$ cat config.mk
export PLATFORM = sky130hd
export DESIGN_NAME = udma_cpi_frame_sched
export DESIGN_NICKNAME = d
export VERILOG_FILES = /design/src/rtl/udma_cpi_frame_sched.sv
export SDC_FILE = /design/constraint.sdc
export NUM_CORES = 1
export LEC_CHECK = 0
export CORE_MARGIN = 5
export CORE_UTILIZATION = 63
export DETAILED_ROUTE_END_ITERATION = 8
export DONT_BUFFER_PORTS = 1
export MAX_ROUTING_LAYER = met4
export PLACE_DENSITY = 0.82
export SLEW_MARGIN = 40
export SYNTH_ARGS = -nofsm -noshare
export SYNTH_HDL_FRONTEND = slang
export SYNTH_SLANG_ARGS = --single-unit
$ cat constraint.sdc
create_clock -name clk_i -period 2.44 [get_ports clk_i]
set_clock_uncertainty 0.05 [all_clocks]
set_input_delay 0.488 -clock clk_i [delete_from_list [all_inputs] [get_ports clk_i]]
set_output_delay 0.488 -clock clk_i [all_outputs]
set_load 0.02 [all_outputs]
$ cat src/rtl/udma_cpi_frame_sched.sv
// Ping-pong CPI frame scheduler: arms the RX channel on alternating buffers and gates capture on vsync.
// One-cycle registered response to every event; a frame with no free buffer is dropped and flagged.
module udma_cpi_frame_sched #(
  parameter int L2_AWIDTH_NOAL = 19,
  parameter int TRANS_SIZE     = 20
) (
  input  logic                      clk_i,
  input  logic                      rstn_i,
  input  logic                      start_i,
  input  logic                      stop_i,
  input  logic [L2_AWIDTH_NOAL-1:0] cfg_buf0_addr_i,
  input  logic [L2_AWIDTH_NOAL-1:0] cfg_buf1_addr_i,
  input  logic [TRANS_SIZE-1:0]     cfg_frame_size_i,
  input  logic [7:0]                cfg_nframes_i,
  input  logic                      buf_release_i,
  input  logic                      buf_release_idx_i,
  input  logic                      vsync_i,
  input  logic                      ch_rx_en_i,
  output logic [L2_AWIDTH_NOAL-1:0] cfg_rx_startaddr_o,
  output logic [TRANS_SIZE-1:0]     cfg_rx_size_o,
  output logic                      cfg_rx_en_o,
  output logic                      cfg_rx_clr_o,
  output logic                      cam_en_o,
  output logic                      frame_done_o,
  output logic                      frame_idx_o,
  output logic                      short_frame_o,
  output logic                      overrun_o,
  output logic                      busy_o,
  output logic [7:0]                frame_cnt_o
);

  typedef enum logic [2:0] {IDLE, ARM, WAIT_EN, WAIT_SOF, CAPTURE, SKIP} state_t;

  state_t     state;
  logic [1:0] buf_free;
  logic       next_buf;
  logic       vsync_q;
  logic       rx_en_q;
  logic [7:0] nframes_q;

  logic       vsync_rise;
  logic       rx_fall;
  logic [7:0] cnt_inc;

  assign vsync_rise = vsync_i & ~vsync_q;
  assign rx_fall    = rx_en_q & ~ch_rx_en_i;
  assign cnt_inc    = frame_cnt_o + 8'd1;

  always_ff @(posedge clk_i or negedge rstn_i) begin
    if (!rstn_i) begin
      state              <= IDLE;
      buf_free           <= 2'b11;
      next_buf           <= 1'b0;
      vsync_q            <= 1'b0;
      rx_en_q            <= 1'b0;
      nframes_q          <= '0;
      cfg_rx_startaddr_o <= '0;
      cfg_rx_size_o      <= '0;
      cfg_rx_en_o        <= 1'b0;
      cfg_rx_clr_o       <= 1'b0;
      cam_en_o           <= 1'b0;
      frame_done_o       <= 1'b0;
      frame_idx_o        <= 1'b0;
      short_frame_o      <= 1'b0;
      overrun_o          <= 1'b0;
      busy_o             <= 1'b0;
      frame_cnt_o        <= '0;
    end else begin
      vsync_q       <= vsync_i;
      rx_en_q       <= ch_rx_en_i;
      cfg_rx_en_o   <= 1'b0;
      cfg_rx_clr_o  <= 1'b0;
      frame_done_o  <= 1'b0;
      short_frame_o <= 1'b0;
      overrun_o     <= 1'b0;

      if (buf_release_i && state != IDLE) buf_free[buf_release_idx_i] <= 1'b1;

      if (stop_i) begin
        // Only a programmed channel needs to be cleared on abort
        cam_en_o <= 1'b0;
        busy_o   <= 1'b0;
        state    <= IDLE;
        if (state == WAIT_EN || state == WAIT_SOF || state == CAPTURE) cfg_rx_clr_o <= 1'b1;
      end else begin
        case (state)
          IDLE: if (start_i) begin
            buf_free    <= 2'b11;
            next_buf    <= 1'b0;
            frame_cnt_o <= '0;
            busy_o      <= 1'b1;
            state       <= ARM;
          end
          ARM: if (!ch_rx_en_i) begin
            if (buf_free[next_buf]) begin
              cfg_rx_startaddr_o <= next_buf ? cfg_buf1_addr_i : cfg_buf0_addr_i;
              cfg_rx_size_o      <= cfg_frame_size_i;
              nframes_q          <= cfg_nframes_i;
              cfg_rx_en_o        <= 1'b1;
              state              <= WAIT_EN;
            end else begin
              state <= SKIP;
            end
          end
          WAIT_EN: if (ch_rx_en_i) state <= WAIT_SOF;
          WAIT_SOF: if (vsync_rise) begin
            cam_en_o <= 1'b1;
            state    <= CAPTURE;
          end
          CAPTURE: begin
            // Completion wins over a coincident vsync edge
            if (rx_fall) begin
              cam_en_o           <= 1'b0;
              frame_done_o       <= 1'b1;
              frame_idx_o        <= next_buf;
              buf_free[next_buf] <= 1'b0;
              next_buf           <= ~next_buf;
              frame_cnt_o        <= cnt_inc;
              if (nframes_q != 8'd0 && cnt_inc == nframes_q) begin
                busy_o <= 1'b0;
                state  <= IDLE;
              end else begin
                state <= ARM;
              end
            end else if (vsync_rise && ch_rx_en_i) begin
              cam_en_o      <= 1'b0;
              cfg_rx_clr_o  <= 1'b1;
              short_frame_o <= 1'b1;
              state         <= ARM;
            end
          end
          SKIP: if (vsync_rise) begin
            overrun_o <= 1'b1;
            state     <= ARM;
          end
          default: state <= IDLE;
        endcase
      end
    end
  end

endmodule

# [Word-level counts from Yosys, hierarchy flattened]
# Index checks and enable logic that the tools add are counted.
# W data, S select, Z words.
[classes] n_addsub=1 order_cmp=4 n_eq_ne=16 mux=55 n_bitwise=9 n_reduce_logical=19
[ops] cell="$mux W1" n=31
[ops] cell="$mux W3" n=9
[ops] cell="$mux W19" n=1
[ops] cell="$ne A3 B3 Y1 const B" n=6
[ops] cell="$pmux W3 S6" n=1
[ops] cell="$mux W8" n=2
[ops] cell="$pmux W8 S2" n=1
[ops] cell="$reduce_and A4 Y1" n=3
[ops] cell="$reduce_bool A3 Y1" n=3
[ops] cell="$add A8 B1 Y8 const B" n=1
[ops] cell="$eq A8 B8 Y1" n=1
[ops] cell="$mux W2" n=4
[ops] cell="$reduce_bool A8 Y1" n=1
[ops] cell="$eq A3 B2 Y1 const B" n=2
[ops] cell="$eq A3 B3 Y1 const B" n=2
[ops] cell="$pmux W1 S2" n=3
[ops] cell="$reduce_and A3 Y1" n=2
[ops] cell="$reduce_and A6 Y1" n=1
[ops] cell="$logic_and A1 B1 Y1" n=5
[ops] cell="$lt A1 B2 Y1 const B" n=2
[ops] cell="$ne A2 B2 Y1 const B" n=2
[ops] cell="$ne A4 B3 Y1 const B" n=1
[ops] cell="$not A1 Y1" n=4
[ops] cell="$pmux W2 S2" n=1
[ops] cell="other kinds (11)" n=15
[word_totals] reg_bits=71 in_bits=74 elab_cells=121

# [Logic depth before layout (Yosys ltp)]
# Gate-level depths: netlist of run 1.
[logic_depth] depth_word=10 depth_mapped=7

# [Worst setup path after synthesis of run 1]
# OpenSTA, ideal clock, no wires.
[synth_timing] path_type="flip-flop to flip-flop" startpoint="register frame_cnt_o[0]" endpoint="register state[0]" setup_ps=139 arrival_time_ps=2005 setup_slack_ps=246 path_stages_with_launch=8 n_path_buf=1 synth_period_minus_slack_ps=2194 path_cell_list="dfrtp_1 -> ha_1 -> and3_1 -> buf_6 -> a31oi_1 -> or4_4 -> a2111oi_4 -> a211oi_1"
[synth_via] elab_chain_len=7
[synth_lines] element="from (decl)" line="29" text="output logic [7:0] frame_cnt_o"
[synth_lines] element="from (signal assigned)" line="118" text="frame_cnt_o <= cnt_inc;"
[synth_lines] element="$add A8 B1 Y8" line="47" text="assign cnt_inc = frame_cnt_o + 8'd1;"
[synth_lines] element="$eq A8 B8 Y1" line="119" text="if (nframes_q != 8'd0 && cnt_inc == nframes_q) begin"
[synth_lines] element="$logic_and A1 B1 Y1" line="119"
[synth_lines] element="$mux W1" line="119"
[synth_lines] element="$mux W3" line="112" text="if (rx_fall) begin"
[synth_lines] element="$pmux W3 S6" line="86" text="case (state)"
[synth_lines] element="$mux W3" line="79" text="if (stop_i) begin"
[synth_lines] element="to (signal assigned)" line="83" text="state <= IDLE;"
[synth_lines] element="to (signal assigned)" line="121" text="state <= IDLE;"
[synth_lines] element="to (signal assigned)" line="123" text="state <= ARM;"
[synth_lines] element="to (decl)" line="34" text="state_t state;"
# Every way passes these cells.
# A chain may end at the register's enable or synchronous reset.

# [Worst setup path in the final report of run 1]
[layout_timing] startpoint="register frame_cnt_o[2]" endpoint="register busy_o"
[layout_via] elab_chain_len=5
[layout_lines] element="$add A8 B1 Y8" line="47"
[layout_lines] element="$eq A8 B8 Y1" line="119"
[layout_lines] element="$logic_and A1 B1 Y1" line="119"
[layout_lines] element="$ne A3 B2 Y1 (no source line)"
[layout_lines] element="$reduce_and A4 Y1 (no source line)"
[layout_lines] element="to (signal assigned)" line="82" text="busy_o <= 1'b0;"
[layout_lines] element="to (signal assigned)" line="91" text="busy_o <= 1'b1;"
[layout_lines] element="to (signal assigned)" line="120" text="busy_o <= 1'b0;"
[layout_lines] element="to (decl)" line="28" text="output logic busy_o,"
# Every way passes these cells.

==> summary.txt, run 1 <==
Detailed routing
  – First-iteration detailed-routing DRC count: 93
  – WL final: 7010 um
  – Post-route ant nets: 0
  – Vias/cell: 6.03
  – Avg WL per Cell: 18.9 um
  – Remaining DRCs: 0
  – Via count: 2230
  – Pre-Repair DR Iteration Count: 4

Clocking
  – # Post-CTS Setup Buffers: 0
  – Post-cts sizing count: 0
  – Clock transition at the registers of the reported paths: 0.08 ns
  – Deepest clock path buffer count: 2
  – Clock Root Buffer: clkbuf_8
  – Maximum level of the CTS H-tree: 3
  – Worst skew pair latency: 0.34 ns
  – CTS tree: built
  – CTS Buf Count: 9
  – Clock sinks: 71

Worst setup path
  – Slowest stage cell, crit path: dfrtp_1
  – Worst EP arrival: 2.33 ns
  – Crit Path Max Fanout: 8
  – Critical Path Start Type: register
  – Worst setup EP type: register
  – FF-to-FF setup slack: 0.27 ns
  – Req. time, crit path: 2.60 ns
  – Setup CP Type: reg -> reg
  – Largest stage delay on the critical path: 0.58 ns
  – CP cell instances: nand3_1 > or4_1 > a2111oi_0 > a21oi_1

Timing
  – Setup violations, final: 0
  – Max Transition Viols Final: 0
  – Slew HR: 62.7%
  – Max Fclk: 0.460 GHz
  – RSZ-0062 raised after global routing: false
  – Final Hold Viols: 0
  – Minimum clock period: 2.17 ns
  – Worst slew pin tran: 0.552 ns
  – Fin crit share: 89.1%
  – Worst Slack Setup Final: 0.265 ns
  – Setup TNS: 0 ns

Synth
  – Post-synthesis average cell area: 11.4 um2
  – Seq/Total Area, Yosys: 53.1%
  – Main synth FF type: dfrtp_1
  – Synth Register Bits: 71
  – Ys async rst share: 100%
  – Syn_nets: 368
  – Mapped cell area: 0.00335 mm2
  – Cells after Synth: 293
  – Number of warnings issued by yosys: 0
  – Library cells used by synthesis: 52
  – Number of synthesized flops with an enable pin: 0

Pwr
  – Internal: 2.79 mW
  – Design Power: 4.55 mW
  – Net Sw Frac: 38.8%
  – Switching power: 1.77 mW
  – Clock power frac: 23.2%
  – Combinational power share: 22.8%
  – VDD IR max: 0.784 mV
  – Sequential share of power: 54.0%
  – Lkg Pwr: 1.50 nW
  – Power per Cell Area: 1240 mW/mm2

Layout
  – Cell area after layout: 0.00368 mm2
  – Fillers: 383
  – Ant. Diodes: 0
  – Finished Layout Cells: 370
  – Layout cells sized above 1: 22.7%
  – Final net count: 370
  – Flip-flop and latch area: 0.00178 mm2
  – Area grow syn2layout: 9.85%
  – Area taken by multi-input logic gates: 0.00146 mm2

Die
  – Core Region: 0.00514 mm2
  – Starting density of the core: 65.2%
  – DIE AREA: 0.00688 mm2
  – Die height: 83.0 um
  – Rows: 26
  – Die X: 83.0 um
  – Io pins: 129

Global routing
  – GR Util met1: 26.5%
  – Largest net degree at the start of global routing: 72
  – M2 GR Usage: 34.0%
  – First-pass GRT wire length: 11800 um
  – Top Usage Layer GRT: met2
  – Initial antenna violation count: 0
  – GRT Total Usage: 21.8%
  – M3 GR Usage: 7.52%
  – Total gr overflow: 0
  – Vias in the first global route: 2314

Placed design
  – Post-DP HPWL: 5030 um
  – Gpl congestion: 0.872
  – Port Buffers: 0
  – DP Cell Count: 352
  – Post-Place Worst Slack: 0.321 ns
  – DP Area: 0.00342 mm2

Status
  – Status: finished clean

Worst hold path
  – HP Class: in -> reg

Run
  – Max cap viols: 0
## layer usage
layer,part of all wire (%),wire length (um)
met1,40,2800
met2,51,3560
met3,7.9,556
met4,1.3,92
met5,0,0
## sequential cells by signal (all words and copies together), names as in the netlist
register,flops
state,3
next_buf,1
cfg_rx_startaddr_o,19
cfg_rx_size_o,20
cam_en_o,1
frame_cnt_o,8
frame_done_o,1
nframes_q,8
rx_en_q,1
overrun_o,1
vsync_q,1
buf_free,2
frame_idx_o,1
cfg_rx_en_o,1
cfg_rx_clr_o,1
busy_o,1
short_frame_o,1
## kinds of logic after synthesis
| family | Yosys count | share of synthesized area (%) |
|---|---|---|
| xor gates and xnor gates | 9 | 2.35 |
| AOI/OAI and AO/OA | 62 | 12.3 |
| buffers and inverters | 23 | 3.47 |
| adders and majority gates | 1 | 0.373 |
| and+or+nand+nor | 75 | 11.8 |
| muxes | 52 | 16.7 |
| DFF | 71 | 53.1 |
## Yosys cell counts (2+ instances only)
cell | n | area share (%)
a211oi_1 | 3 | 0.67
a21oi_1 | 23 | 3.4
a31oi_1 | 3 | 0.56
and2_1 | 2 | 0.37
and3_1 | 3 | 0.56
buf_2 | 8 | 1.2
buf_4 | 3 | 0.67
clkbuf_1 | 6 | 0.67
dfrtp_1 | 69 | 51
dfstp_2 | 2 | 1.6
inv_1 | 3 | 0.34
mux2_2 | 30 | 10
mux2i_1 | 21 | 6.3
nand2_1 | 15 | 1.7
nand3_1 | 2 | 0.30
nor2_1 | 35 | 3.9
nor3_1 | 2 | 0.30
o21ai_0 | 13 | 1.9
o21bai_1 | 2 | 0.45
o31ai_1 | 4 | 0.90
o41ai_1 | 3 | 0.78
or4_1 | 2 | 0.45
or4_2 | 2 | 0.52
xnor2_1 | 9 | 2.4
## final timing paths
check,cells after the start,to,startpoint
max,4,busy_o,frame_cnt_o[2]
min,0,vsync_q,vsync_i
max in group asynchronous,2,buf_free[1],rstn_i
max reg2reg,4,busy_o,frame_cnt_o[2]
min reg2reg,1,nframes_q[7],nframes_q[7]
min in group asynchronous,2,frame_cnt_o[3],rstn_i
## through the flow
step	hold WS, ns	utilization (%)
after floorplan	0.142	-
after global placement	0.144	66.5
after detailed placement	0.144	66.5
after CTS	0.111	71.7
after global routing	0.0953	71.7
final	0.124	71.7
## final cells by class
| type | instances | area share, % |
|---|---|---|
| Clock buffer | 10 | 3.74 |
| Clock inverter | 6 | 2.51 |
| Inverter | 3 | 0.306 |
| Multi-Input combinational cell | 199 | 39.6 |
| Sequential cell | 71 | 48.3 |
| Tap cell | 70 | 2.38 |
| Timing Repair Buffer | 11 | 3.19 |
## placed cells by master (no fill, tap or decap), types with 3 or more instances in the layout
| cell | Yosys | routed |
|---|---|---|
| dfrtp_1 | 69 | 69 |
| nor2_1 | 35 | 35 |
| mux2_2 | 30 | 30 |
| a21oi_1 | 23 | 23 |
| mux2i_1 | 21 | 21 |
| nand2_1 | 15 | 15 |
| o21ai_0 | 13 | 13 |
| clkbuf_8 | 0 | 10 |
| xnor2_1 | 9 | 9 |
| buf_4 | 3 | 8 |
| o31ai_1 | 4 | 4 |
| and3_1 | 3 | 3 |
| inv_1 | 3 | 3 |
| a211oi_1 | 3 | 3 |
| a31oi_1 | 3 | 3 |
| o41ai_1 | 3 | 3 |
## repair_timing
item                                    4_1_cts  5_1_grt
endpoints found under the setup margin        0        0
hold buffers                                  2        0
endpoints found under the hold margin        71        0
## power by group through the flow
| stage | Sequential (mW) | Clock (mW) | Combinational [mW] |
|---|---|---|---|
| after CTS | 2.47 | 1.07 | 1.05 |
| after detailed placement | 2.48 | 0 | 1.02 |
| after global placement | 2.47 | 0 | 0.962 |
| after floorplan | 2.32 | 0 | 0.923 |
| after global routing | 2.53 | 1.14 | 1.17 |
| final | 2.46 | 1.06 | 1.04 |
## worst max-delay path, delay by kind of cell, from the launching register on
| family | cells | cell delay, ns |
|---|---|---|
| simple gates | 2 | 0.85 |
| flops | 1 | 0.58 |
| compound gates | 2 | 0.58 |
(Power assumes the default switching activity.)
==> run 2, diff against run 1 <==
- REMOVE_ABC_BUFFERS: unset -> 1
- SLEW_MARGIN: 40 -> 20
==> summary.txt, run 2 (synthesized netlist as in run 1, its figures left out) <==
Status
  – Status: finished clean (unchanged)

Timing
  – Setup TNS: 0 ns (unchanged)
  – Worst slew pin tran: 0.556 ns (was 0.552 ns)
  – Final Hold Viols: 0 (unchanged)
  – Fin crit share: 88.8% (was 89.1%)
  – Slew HR: 62.5% (was 62.7%)
  – Minimum clock period: 2.17 ns (about the same)
  – Max Transition Viols Final: 0 (unchanged)
  – Worst Slack Setup Final: 0.274 ns (was 0.265 ns)
  – RSZ-0062 raised after global routing: false (unchanged)
  – Setup violations, final: 0 (unchanged)
  – Hold_ws: 0.122 ns (was 0.124 ns)
  – Max Fclk: 0.462 GHz (was 0.460 GHz)

Detailed routing
  – Avg WL per Cell: 19.8 um (was 18.9 um)
  – WL final: 7310 um (was 7010 um)
  – Post-route ant nets: 0 (unchanged)
  – Via count: 2257 (was 2230)
  – Met2 wire length: 3690 um (was 3560 um)
  – Remaining DRCs: 0 (unchanged)
  – Vias/cell: 6.12 (was 6.03)
  – Pre-Repair DR Iteration Count: 4 (unchanged)
  – M1 wire length: 2820 um (was 2800 um)
  – Metal3 WL: 682 um (was 556 um)
  – Top sig layer: met4 (unchanged)
  – First-iteration detailed-routing DRC count: 94 (was 93)

Layout
  – Flip-flop and latch area: 0.00178 mm2 (unchanged)
  – Finished Layout Cells: 369 (was 370)
  – Cell area after layout: 0.00367 mm2 (was 0.00368 mm2)
  – Most common cell after layout, fill and taps aside: dfrtp_1 (unchanged)
  – Area taken by multi-input logic gates: 0.00146 mm2 (unchanged)
  – Fillers: 376 (was 383)
  – Ant. Diodes: 0 (unchanged)
  – Most frequent cells in the layout: dfrtp_1, nor2_1, mux2_2, a21oi_1, mux2i_1 (unchanged)
  – Final net count: 369 (was 370)
  – Top reg by flops: cfg_rx_size_o (unchanged)
  – Top flop regs: cfg_rx_size_o: 20 flops, cfg_rx_startaddr_o: 19 flops (unchanged)
  – Max FFs per register: 20 (unchanged)
  – Area grow syn2layout: 9.51% (was 9.85%)
  – Layout cells sized above 1: 22.4% (was 22.7%)

Clocking
  – Post-CTS Hold Buffers: 2 (unchanged)
  – # Post-CTS Setup Buffers: 0 (unchanged)
  – Clock sinks: 71 (unchanged)
  – Worst skew pair latency: 0.34 ns (about the same)
  – CTS tree: built (unchanged)
  – Clock Root Buffer: clkbuf_8 (unchanged)
  – Deepest clock path buffer count: 2 (unchanged)
  – Post-cts sizing count: 0 (unchanged)
  – CTS Buf Count: 9 (unchanged)
  – Maximum level of the CTS H-tree: 3 (unchanged)
  – Clock transition at the registers of the reported paths: 0.08 ns (about the same)

Worst setup path
  – Worst setup EP type: register (unchanged)
  – Worst reg2reg path startpoint: state[2] (was frame_cnt_o[2])
  – Req. time, crit path: 2.61 ns (was 2.60 ns)
  – Setup CP Type: reg -> reg (unchanged)
  – Critical Path Start Type: register (unchanged)
  – FF-to-FF setup slack: 0.27 ns (about the same)
  – Crit Reg-Reg Endpoint: nframes_q[4] (was busy_o)
  – R2R cell count: 4 (unchanged)
  – Worst EP arrival: 2.34 ns (was 2.33 ns)
  – CP Launch Point: state[2] (was frame_cnt_o[2])
  – Crit Path Max Fanout: 68 (was 8)

Global routing
  – Vias in the first global route: 2344 (was 2314)
  – GRT Total Usage: 22.4% (was 21.8%)
  – First-pass GRT wire length: 11900 um (was 11800 um)
  – Largest net degree at the start of global routing: 72 (unchanged)
  – Initial antenna violation count: 0 (unchanged)
  – Total gr overflow: 0 (unchanged)

Die
  – Starting density of the core: 65.2% (unchanged)
  – Core Region: 0.00514 mm2 (unchanged)
  – Io pins: 129 (unchanged)
  – DIE AREA: 0.00688 mm2 (unchanged)
  – Rows: 26 (unchanged)
  – Die X: 83.0 um (unchanged)
  – Die height: 83.0 um (unchanged)

Worst hold path
  – Hold path depth: 0 (unchanged)
  – Hold_sp: vsync_i (unchanged)
  – HP Class: in -> reg (unchanged)
  – Worst Hold Path EP: vsync_q (unchanged)

Placed design
  – Post-Place Worst Slack: 0.325 ns (was 0.321 ns)
  – Gpl congestion: 0.885 (was 0.872)
  – Port Buffers: 0 (unchanged)
  – DP Area: 0.00341 mm2 (was 0.00342 mm2)
  – Post-DP HPWL: 5090 um (was 5030 um)
  – DP Cell Count: 351 (was 352)

Pwr
  – Lkg Pwr: 1.49 nW (was 1.50 nW)
  – Power per Cell Area: 1240 mW/mm2 (about the same)
  – Clock power frac: 23.2% (about the same)
  – Combinational power share: 22.8% (about the same)
  – Switching power: 1.81 mW (was 1.77 mW)
  – Net Sw Frac: 39.6% (was 38.8%)
  – Internal: 2.76 mW (was 2.79 mW)
  – Sequential share of power: 54.1% (was 54.0%)
  – VDD IR max: 0.786 mV (was 0.784 mV)

Run
  – Max cap viols: 0 (unchanged)
-- run 2: cell count changes in the layout (fill, tap and decap cells not counted) --
cell	before	now
buf_4	8	7
clkbuf_8	10	9
clkinv_4	1	2
inv_6	1	2
clkinvlp_4	2	1
-- run 2: power by group through the flow --
stage | clock network [mW] | logic, mW | registers [mW]
finish | 1.06 | 1.04 | 2.47
global placement | 0 | 0.953 | 2.48
floorplan | 0 | 0.817 | 2.38
detailed placement | 0 | 1.02 | 2.49
CTS | 1.08 | 1.04 | 2.48
global route | 1.13 | 1.17 | 2.54
-- run 2: metrics by stage --
stage	power, mW	utilization [%]
floorplan	3.19	-
global placement	3.43	66.3
detailed placement	3.50	66.3
CTS	4.60	71.4
global route	4.84	71.4
finish	4.57	71.4
-- run 2: final cells by class --
class	instances	area share, %
Clock buffer	9	3.37
Clock inverter	7	2.79
Inverter	3	0.307
Multi-Input combinational cell	199	39.7
Sequential cell	71	48.4
Tap cell	70	2.39
Timing Repair Buffer	10	3.00
-- run 2: worst max-delay path by stage --
stage	endpoint	slack [ns]
floorplan	cfg_rx_size_o[0]	-1.30
global placement	busy_o	0.35
detailed placement	cfg_rx_size_o[11]	0.32
CTS	nframes_q[4]	0.31
global route	cfg_rx_size_o[6]	0.19
finish	nframes_q[4]	0.27
-- run 2: critical path, cell delays in order (launching register included) --
cell	delay, ns
dfrtp_1	0.51
or2_0	0.39
nor4b_4	0.36
buf_12	0.31
mux2_2	0.39
-- run 2: per-layer routing --
metal / vias up / GRT usage, %
li1: 1049 / -
met1: 1072 / 26.7
met2: 122 / 35.3
met3: 14 / 6.24
met4: 0 / 10.5
met5: - / -
==> patch: new RTL, settings of run 2 <==
Register the output `cfg_rx_startaddr_o` once more, cleared by the reset; this adds one clock of latency there. The other outputs are not delayed to match.
--- a/src/rtl/udma_cpi_frame_sched.sv
+++ b/src/rtl/udma_cpi_frame_sched.sv
@@ -31,6 +31,8 @@
 
   typedef enum logic [2:0] {IDLE, ARM, WAIT_EN, WAIT_SOF, CAPTURE, SKIP} state_t;
 
+  logic [L2_AWIDTH_NOAL-1:0] cfg_rx_startaddr_s0;
+
   state_t     state;
   logic [1:0] buf_free;
   logic       next_buf;
@@ -54,7 +56,7 @@
       vsync_q            <= 1'b0;
       rx_en_q            <= 1'b0;
       nframes_q          <= '0;
-      cfg_rx_startaddr_o <= '0;
+      cfg_rx_startaddr_s0 <= '0;
       cfg_rx_size_o      <= '0;
       cfg_rx_en_o        <= 1'b0;
       cfg_rx_clr_o       <= 1'b0;
@@ -93,7 +95,7 @@
           end
           ARM: if (!ch_rx_en_i) begin
             if (buf_free[next_buf]) begin
-              cfg_rx_startaddr_o <= next_buf ? cfg_buf1_addr_i : cfg_buf0_addr_i;
+              cfg_rx_startaddr_s0 <= next_buf ? cfg_buf1_addr_i : cfg_buf0_addr_i;
               cfg_rx_size_o      <= cfg_frame_size_i;
               nframes_q          <= cfg_nframes_i;
               cfg_rx_en_o        <= 1'b1;
@@ -139,5 +141,13 @@
     end
   end
 
+  always_ff @(posedge clk_i or negedge rstn_i) begin
+    if (!rstn_i) begin
+      cfg_rx_startaddr_o <= '0;
+    end else begin
+      cfg_rx_startaddr_o <= cfg_rx_startaddr_s0;
+    end
+  end
+
 endmodule
 
Behaviour: not the same (a bounded check fails within 4 cycles, from zero or initial values and one cycle with rstn_i low).
==> patch against run 2 <==
  * Setup slack better by 0.15 ns
  * Utilization down 2.9 points
  * Area after synthesis up 17%
  * Clock power down 13%
  * Design area up 12%
  * The run now ends with hold timing left
  * Highest routed layer unchanged
  * Total power up 2.2%
  * Largest power group unchanged
  * Maximum frequency up 7.5%
  * Global-route usage up 0.73 points
  * Hold slack worse by 0.35 ns
  * Sequential cell count up 19
  * Via count up 17%
  * Wire length up 8.6%
==> patch: results (changes against run 2) <==
ROUTE
---------------------------------------------------------------------------------
Avg WL per Cell                                                           17.6 um   -11%
Detailed Route Iter0 Violations                                               172   +83%
Mean number of vias per cell                                                 5.84   -4.4%
Routed met1 length                                                        3160 um   +12%
Length of routed met2 wiring                                              3810 um   +3.3%

GRT
---------------------------------------------------------------------------------
Pin count of the biggest net entering global routing                           91   +26%
Global Route Usage Sum                                                      0.231   +0.00725
Met1 Usage GRT                                                              0.281   +0.0140
Via count of the first global-routing pass                                   2818   +20%

SYNTHESIS
---------------------------------------------------------------------------------
Fraction of the yosys area taken by sequential cells                        0.575   +0.0442
Cell count after synthesis                                                    381   +30%
Post-Synth Adder-Cell Area                                                0.00319   -0.000542
Portion of netlist area occupied by mux cells                              0.0619   -0.105
Top post-synthesis cells by count                                    sky130_fd_sc_hd__nand2_1, sky130_fd_sc_hd__dfrtp_1, sky130_fd_sc_hd__o21ai_0

SETUP PATH
---------------------------------------------------------------------------------
Maximum cell stage delay along the critical path                          0.57 ns   +0.06 ns
Cells on worst reg2reg path                                                     5   +1
Reg2reg setup slack                                                       0.43 ns   +0.15 ns

STA
---------------------------------------------------------------------------------
Post-route worst hold slack                                             -0.231 ns   -0.353 ns
Number of hold-slack violations in the final timing report                     90   +90

PLACEMENT
---------------------------------------------------------------------------------
Hpwl dp                                                                   5660 um   +11%
Placed instance area                                                 0.00393 sq mm   +15%
Instance count after placement with tap cells included                        435   +24%

FINAL LAYOUT
---------------------------------------------------------------------------------
Fraction of final layout cells with drive strength greater than 1          0.0984   -0.126

RUN STATUS
---------------------------------------------------------------------------------
Outcome                                                              finished, violations left
Violations in the final reports                                       hold timing

CLOCK NETWORK
---------------------------------------------------------------------------------
Clock latency of the later-clocked register in the worst-skew pair        0.36 ns   +0.02 ns

POWER AND IR DROP
---------------------------------------------------------------------------------
Peak supply drop                                                         0.820 mV   +4.3%

HOLD PATH
---------------------------------------------------------------------------------
Worst hold path class                                                primary input to async pin

==> patch: changes by cell type after synthesis, sizes merged, moves of 4 or more <==
cell,change
nand2b,+4
nor2,-26
or4,-4
dfrtp,+19
nor3b,+4
o22ai,+4
nand2,+100
mux2,-29
xor2,+4
a21oi,-19
o21ai,+21
==> patch: cell type report <==
| cell class | instances | area (sq um) |
|---|---|---|
| Multi-Input combinational cell | 260 | 1530 |
| Clock buffer | 11 | 141 |
| Inverter | 6 | 22.5 |
| Tap cell | 75 | 93.8 |
| Fill cell | 452 | 1880 |
| Timing Repair Buffer | 4 | 30.0 |
| Clock inverter | 5 | 37.5 |
| Sequential cell | 90 | 2250 |
==> patch: power by group <==
part | total [mW] | switching (mW) | internal, mW
sequential | 2.84 | 0.814 | 2.03
clock | 0.918 | 0.516 | 0.402
combinational | 0.909 | 0.488 | 0.421
==> patch: logic make-up (layout without fill, tap and decap cells) <==
logic type | Yosys count | after routing
compound gates | 62 | 62
xor+xnor | 11 | 11
fa+ha+maj | 1 | 1
buf+inv | 31 | 26
flops | 90 | 90
mux | 24 | 24
simple gates | 162 | 162
==> patch: worst max-delay path by stage <==
stage	start	end	slack, ns
final	state[1]$_DFFE_PN0P_	state[0]$_DFFE_PN0P_	0.43
after global routing	state[1]$_DFFE_PN0P_	state[0]$_DFFE_PN0P_	0.29
after CTS	state[1]$_DFFE_PN0P_	state[0]$_DFFE_PN0P_	0.42
after detailed placement	state[1]$_DFFE_PN0P_	state[0]$_DFFE_PN0P_	0.43
after global placement	state[1]$_DFFE_PN0P_	state[0]$_DFFE_PN0P_	0.48
after floorplan	next_buf$_DFFE_PN0P_	cfg_rx_size_o[0]$_DFFE_PN0P_	-1.19
